<file path="src/rtl/scroll_ctrl.sv">
// Scroll offset controller: debounced push-buttons pick a direction and the
// offsets step once every FRAMES_PER_STEP vblanks. Define SCROLL_WRAP_EN to wrap offsets instead of saturating.
module scroll_ctrl #(
  parameter int H_RES           = 640,
  parameter int V_RES           = 480,
  parameter int STEP            = 5,
  parameter int FRAMES_PER_STEP = 1,
  parameter int DEBOUNCE_CYCLES = 250000
) (
  input  logic       CLK,
  input  logic       RST_N,
  input  logic       BTNU,
  input  logic       BTND,
  input  logic       BTNL,
  input  logic       BTNR,
  input  logic       BTNC,
  input  logic       VBLANK_START,
  output logic [9:0] H_SHIFT,
  output logic [9:0] V_SHIFT,
  output logic [2:0] DIR,
  output logic       SHIFT_VALID
);

  localparam int DB_W = $clog2(DEBOUNCE_CYCLES + 1);
  localparam int FC_W = $clog2(FRAMES_PER_STEP + 1);
  localparam logic [DB_W-1:0] DB_MAX  = DB_W'(DEBOUNCE_CYCLES);
  localparam logic [DB_W-1:0] DB_LAST = DB_W'(DEBOUNCE_CYCLES - 1);
  localparam logic [10:0]     STEP11  = 11'(STEP);

  // In the wrap build the bound is the modulus; otherwise it is the highest reachable STEP multiple.
`ifdef SCROLL_WRAP_EN
  localparam logic [10:0] H_BOUND = 11'(H_RES);
  localparam logic [10:0] V_BOUND = 11'(V_RES);
`else
  localparam logic [10:0] H_BOUND = 11'(((H_RES - STEP) / STEP) * STEP);
  localparam logic [10:0] V_BOUND = 11'(((V_RES - STEP) / STEP) * STEP);
`endif

  typedef enum logic [2:0] {
    DIR_NONE  = 3'd0,
    DIR_UP    = 3'd1,
    DIR_DOWN  = 3'd2,
    DIR_LEFT  = 3'd3,
    DIR_RIGHT = 3'd4
  } dir_e;

  typedef enum logic [1:0] {
    IDLE  = 2'd0,
    WAIT  = 2'd1,
    APPLY = 2'd2
  } state_e;

  // Button bit order: 4=C, 3=U, 2=D, 1=R, 0=L
  logic [4:0]      btn_raw;
  logic [4:0]      sync1_q, sync2_q;
  logic [DB_W-1:0] db_cnt_q [5];
  logic [DB_W-1:0] db_cnt_d [5];
  logic [4:0]      press;
  logic            dir_event;
  dir_e            new_dir;

  state_e          state_q, state_d;
  dir_e            dir_q, dir_d;
  logic [FC_W-1:0] frame_q, frame_d;
  logic [9:0]      h_q, h_d, v_q, v_d;

  assign btn_raw = {BTNC, BTNU, BTND, BTNR, BTNL};

  function automatic logic [9:0] step_off(input logic [9:0] cur, input logic up,
                                          input logic [10:0] bound);
    logic [10:0] ext, nxt;
    ext = {1'b0, cur};
`ifdef SCROLL_WRAP_EN
    if (up) nxt = (ext + STEP11 >= bound) ? ext + STEP11 - bound : ext + STEP11;
    else    nxt = (ext < STEP11) ? ext + bound - STEP11 : ext - STEP11;
`else
    if (up) nxt = (ext + STEP11 > bound) ? bound : ext + STEP11;
    else    nxt = (ext < STEP11) ? 11'd0 : ext - STEP11;
`endif
    return 10'(nxt);
  endfunction

  // A press fires once, on the DEBOUNCE_CYCLES-th consecutive high sample; the counter then parks.
  always_comb begin
    for (int i = 0; i < 5; i++) begin
      db_cnt_d[i] = db_cnt_q[i];
      press[i]    = sync2_q[i] && (db_cnt_q[i] == DB_LAST);
      if (!sync2_q[i])              db_cnt_d[i] = '0;
      else if (db_cnt_q[i] != DB_MAX) db_cnt_d[i] = db_cnt_q[i] + 1'b1;
    end
    dir_event = |press;
    new_dir   = DIR_NONE;
    if (press[4])      new_dir = DIR_NONE;
    else if (press[3]) new_dir = DIR_UP;
    else if (press[2]) new_dir = DIR_DOWN;
    else if (press[1]) new_dir = DIR_RIGHT;
    else if (press[0]) new_dir = DIR_LEFT;
  end

  always_comb begin
    state_d = state_q;
    frame_d = frame_q;
    dir_d   = dir_q;
    h_d     = h_q;
    v_d     = v_q;
    if (dir_event) dir_d = new_dir;
    case (state_q)
      IDLE: begin
        if (dir_event && new_dir != DIR_NONE) begin
          state_d = WAIT;
          frame_d = '0;
        end
      end
      WAIT: begin
        // A direction change restarts the frame count and swallows a coincident vblank.
        if (dir_event) begin
          frame_d = '0;
          if (new_dir == DIR_NONE) state_d = IDLE;
        end else if (VBLANK_START) begin
          if (int'(frame_q) + 1 >= FRAMES_PER_STEP) begin
            state_d = APPLY;
            frame_d = '0;
          end else begin
            frame_d = frame_q + 1'b1;
          end
        end
      end
      APPLY: begin
        case (dir_q)
          DIR_UP:    v_d = step_off(v_q, 1'b1, V_BOUND);
          DIR_DOWN:  v_d = step_off(v_q, 1'b0, V_BOUND);
          DIR_RIGHT: h_d = step_off(h_q, 1'b1, H_BOUND);
          DIR_LEFT:  h_d = step_off(h_q, 1'b0, H_BOUND);
          default:   ;
        endcase
        frame_d = '0;
        state_d = (dir_d != DIR_NONE) ? WAIT : IDLE;
      end
      default: state_d = IDLE;
    endcase
  end

  always_ff @(posedge CLK or negedge RST_N) begin
    if (!RST_N) begin
      sync1_q <= '0;
      sync2_q <= '0;
      for (int i = 0; i < 5; i++) db_cnt_q[i] <= '0;
      state_q <= IDLE;
      dir_q   <= DIR_NONE;
      frame_q <= '0;
      h_q     <= '0;
      v_q     <= '0;
    end else begin
      sync1_q <= btn_raw;
      sync2_q <= sync1_q;
      for (int i = 0; i < 5; i++) db_cnt_q[i] <= db_cnt_d[i];
      state_q <= state_d;
      dir_q   <= dir_d;
      frame_q <= frame_d;
      h_q     <= h_d;
      v_q     <= v_d;
    end
  end

  // New offsets are visible during the APPLY cycle itself, so a reset there drops the update.
  assign H_SHIFT     = h_d;
  assign V_SHIFT     = v_d;
  assign DIR         = dir_q;
  assign SHIFT_VALID = (state_q == APPLY);

endmodule

</file>
<file path="config.mk">
export PLATFORM = sky130hd
export DESIGN_NAME = scroll_ctrl
export DESIGN_NICKNAME = d
export VERILOG_FILES = /design/src/rtl/scroll_ctrl.sv
export SDC_FILE = /design/constraint.sdc
export NUM_CORES = 1
export LEC_CHECK = 0
export ABC_AREA = 1
export BUFFER_PORTS_ARGS = -buffer_cell sky130_fd_sc_hd__buf_2
export CORE_MARGIN = 2
export CORE_UTILIZATION = 62
export DETAILED_ROUTE_END_ITERATION = 10
export GPL_TIMING_DRIVEN = 0
export HOLD_SLACK_MARGIN = 0.1
export MAX_ROUTING_LAYER = met4
export PLACE_DENSITY = 0.91
export SKIP_CTS_REPAIR_TIMING = 1
export SYNTH_ARGS = -nofsm -noshare
export SYNTH_HDL_FRONTEND = slang
export SYNTH_SLANG_ARGS = --single-unit
</file>
<file path="constraint.sdc">
create_clock -name CLK -period 1.85 [get_ports CLK]
set_input_delay 0.0925 -clock CLK [delete_from_list [all_inputs] [get_ports CLK]]
set_output_delay 0.0925 -clock CLK [all_outputs]
set_load 0.05 [all_outputs]
</file>
==> impl_metrics.csv <==
group,metric,value,unit
logic_synthesis,synth_edf_count,0,
floorplan,ios,32,
cells_and_area,finalInstanceArea,9650,um2
detailed_routing,drcViolationCount,0,
clocking,cts_made_buffers,17,
clocking,cts_sinks,125,
clocking,clock_latency,0.43,ns
logic_synthesis,synthTopCellsByArea,"dfrtp_1, nand2_1, inv_1, nor2_1, o21ai_0",
logic_synthesis,yosysWarningCount,0,
critical_path,arrival,2.64,ns
cells_and_area,multi_input_area,4280,um2
sta,post-route-period-util,1.48,
floorplan,core_area,11900,um2
placement,dpl.hpwl,11300,um
global_routing,grt_max_degree,70,
placement,gp_congestion,0.972,
floorplan,die_h,114,um
global_routing,grt_pass1_wl,27700,um
detailed_routing,vias,7805,
power,p_leak,4.61,nW
clocking,cts_tree,"built",
logic_synthesis,synth.top_cell.area_share,0.420,
run_status,violations,"setup timing",
detailed_routing,via_per_inst,6.11,
logic_synthesis,synth.avg_cell_area,7.28,um2
min_path,worstHoldPathType,"input pin to async pin",
sta,tns,-18.85,ns
floorplan,die-area,12900,um2
detailed_routing,antenna_left,0,
sta,relSlewSlack,0.574,
detailed_routing,drt_pre_antenna_iters,11,
logic_synthesis,synth-main-ff-cell,"dfrtp_1",
critical_path,end_kind,"output port",
power,peakVddDrop,0.000797,V
cells_and_area,regArea,3150,um2
logic_synthesis,netlist_top_cells_count,"nand2_1, inv_1, nor2_1",
cells_and_area,fillCellCount,637,
logic_synthesis,synth_nets,1047,
global_routing,grtUsageTotal,0.273,
detailed_routing,wl_per_cell,17.5,um
cells_and_area,nNetsFinal,1144,
sta,min_period,2.73,ns
sta,worst_hold_slack,0.203,ns
clocking,clock-root-buffer,"clkbuf_16",
critical_path,path_max_fanout,6,
logic_synthesis,synth_fa_ha_area_frac,0.0269,
global_routing,grt-ovfl-total,0,
logic_synthesis,synthXorXnorAreaFrac,0.0282,
logic_synthesis,synthMuxAreaShare,0,
logic_synthesis,synth-compound-area-share,0.120,
global_routing,grt_pass1_vias,6290,
cells_and_area,n_antenna_cell,0,
logic_synthesis,synth-seq-area-share,0.420,
critical_path,reg2reg_depth,13,
logic_synthesis,yosysTopAreaCell,"dfrtp_1",
sta,worst_slack,-0.880,ns
sta,rsz0062_at_grt,"true",
cells_and_area,final_layout_size_suffix_gt1_frac,0.266,
logic_synthesis,synth.most_common_cell,"nand2_1",
floorplan,rows,40,
logic_synthesis,synth_cells,1023,
clocking,cts_buffer_depth,2,
sta,final.setup_skew,0.00832,ns
critical_path,worstSetupPathType,"flip-flop to output port",
sta,finalHoldViolations,0,
critical_path,cp.required,1.76,ns
logic_synthesis,synth_top_family_by_area,"simple AND/OR/NAND/NOR gates",
logic_synthesis,ys_ff_latch,125,
sta,tightestPinTransition,0.634,ns
clocking,path_clk_slew,0.06,ns
critical_path,start_kind,"flip-flop",
placement,placed_area,8010,um2
sta,finalSetupViolCount,45,
sta,fmax,366,MHz
placement,portBuffers,31,
run_status,status,"finished with violations",
sta,slew_violations,0,
logic_synthesis,synth-async-reset-ratio,1.00,
floorplan,start_util,0.628,
detailed_routing,wl,22400,um
floorplan,dieWidth,114,um
cells_and_area,area_growth,29.6,%
detailed_routing,drtIter0Drc,1167,
cells_and_area,final_util,0.814,
logic_synthesis,synth_area,7450,um2
clocking,htreeDepth,4,
flow_run,drv_cap,0,
logic_synthesis,synth_simple_gate_area_frac,0.314,
global_routing,antenna_found_initial,0,
power,power_density,670,nW/um2
logic_synthesis,ys_types,51,
==> cell families after synthesis <==
| group | count (synthesis) |
|---|---|
| compound gates | 162 |
| xor+xnor | 24 |
| fa+ha+maj | 16 |
| buf+inv | 179 |
| flops | 125 |
| simple gates | 517 |
==> worst paths after layout <==
kind                             from          to  slack (ns)
setup / recovery               h_q[1]  H_SHIFT[7]       -0.88
hold / removal                  RST_N      v_q[4]        0.20
setup reg to reg               v_q[3]      v_q[7]       -0.34
hold reg to reg            sync1_q[1]  sync2_q[1]        0.34
max in group asynchronous       RST_N      DIR[0]        0.90
min in group CLK                 BTNL  sync1_q[0]        0.30
==> worst max-delay path, stage by stage, from the launching register on <==
cell	delay, ns
dfrtp_2	0.49
ha_4	0.22
o21ai_2	0.06
nor2_2	0.19
nand2_1	0.09
nand2_1	0.10
nand3_1	0.11
nor2_1	0.17
nand2_2	0.12
nand2_2	0.12
nand2_1	0.09
nand2_1	0.10
nand2_1	0.09
nand2_2	0.11
buf_8	0.15
==> placed cells by master (no fill, tap or decap), types with 9 or more instances in the layout <==
cell,n
xor2_1,18
nand3_1,53
inv_2,20
a21oi_1,59
o21ai_0,51
o21ai_2,9
inv_1,141
clkbuf_16,17
nand3_2,9
dfrtp_1,110
nor2_2,24
nand2_4,9
nand2_1,191
nor3_1,22
nand4_1,16
buf_2,11
dfrtp_2,15
nor3_2,9
nor2_4,14
nand2_2,39
buf_6,21
buf_4,34
buf_8,9
nor2_1,105
==> routing by layer <==
metal  track usage  wire (um)
met1         0.342       8340
met4        0.0959       1430
met3        0.0659       2010
met5             -          0
met2         0.436      10600
==> through the flow <==
step | cells | setup slack [ns] | power (mW)
6_report | 1277 | -0.880 | 6.46
5_1_grt | 1277 | -0.972 | 6.65
3_3_place_gp | 1201 | -1.11 | 3.04
2_1_floorplan | 1023 | -0.0431 | 2.95
4_1_cts | 1231 | -0.856 | 6.44
3_5_place_dp | 1202 | -0.395 | 3.06
==> power breakdown <==
| group | internal [mW] | switching (mW) | leakage (nW) |
|---|---|---|---|
| clock network | 2.23 | 1.20 | 0.294 |
| logic | 0.0714 | 0.161 | 2.63 |
| registers | 2.77 | 0.0307 | 1.69 |
==> layout make-up <==
class / instances / area share
timing repair buffer: 78 / 0.0770
sequential: 125 / 0.326
clock inverter: 7 / 0.0117
buffer: 14 / 0.00765
tap: 147 / 0.0191
multi-input combinational: 719 / 0.444
inverter: 165 / 0.0649
clock buffer: 22 / 0.0502
==> sequential cells by signal, indices dropped and copies added (netlist names) <==
register,count
db_cnt_q,90
h_q,10
v_q,10
sync1_q,5
sync2_q,5
DIR,3
state_q,2
(Power assumes the default switching activity.)
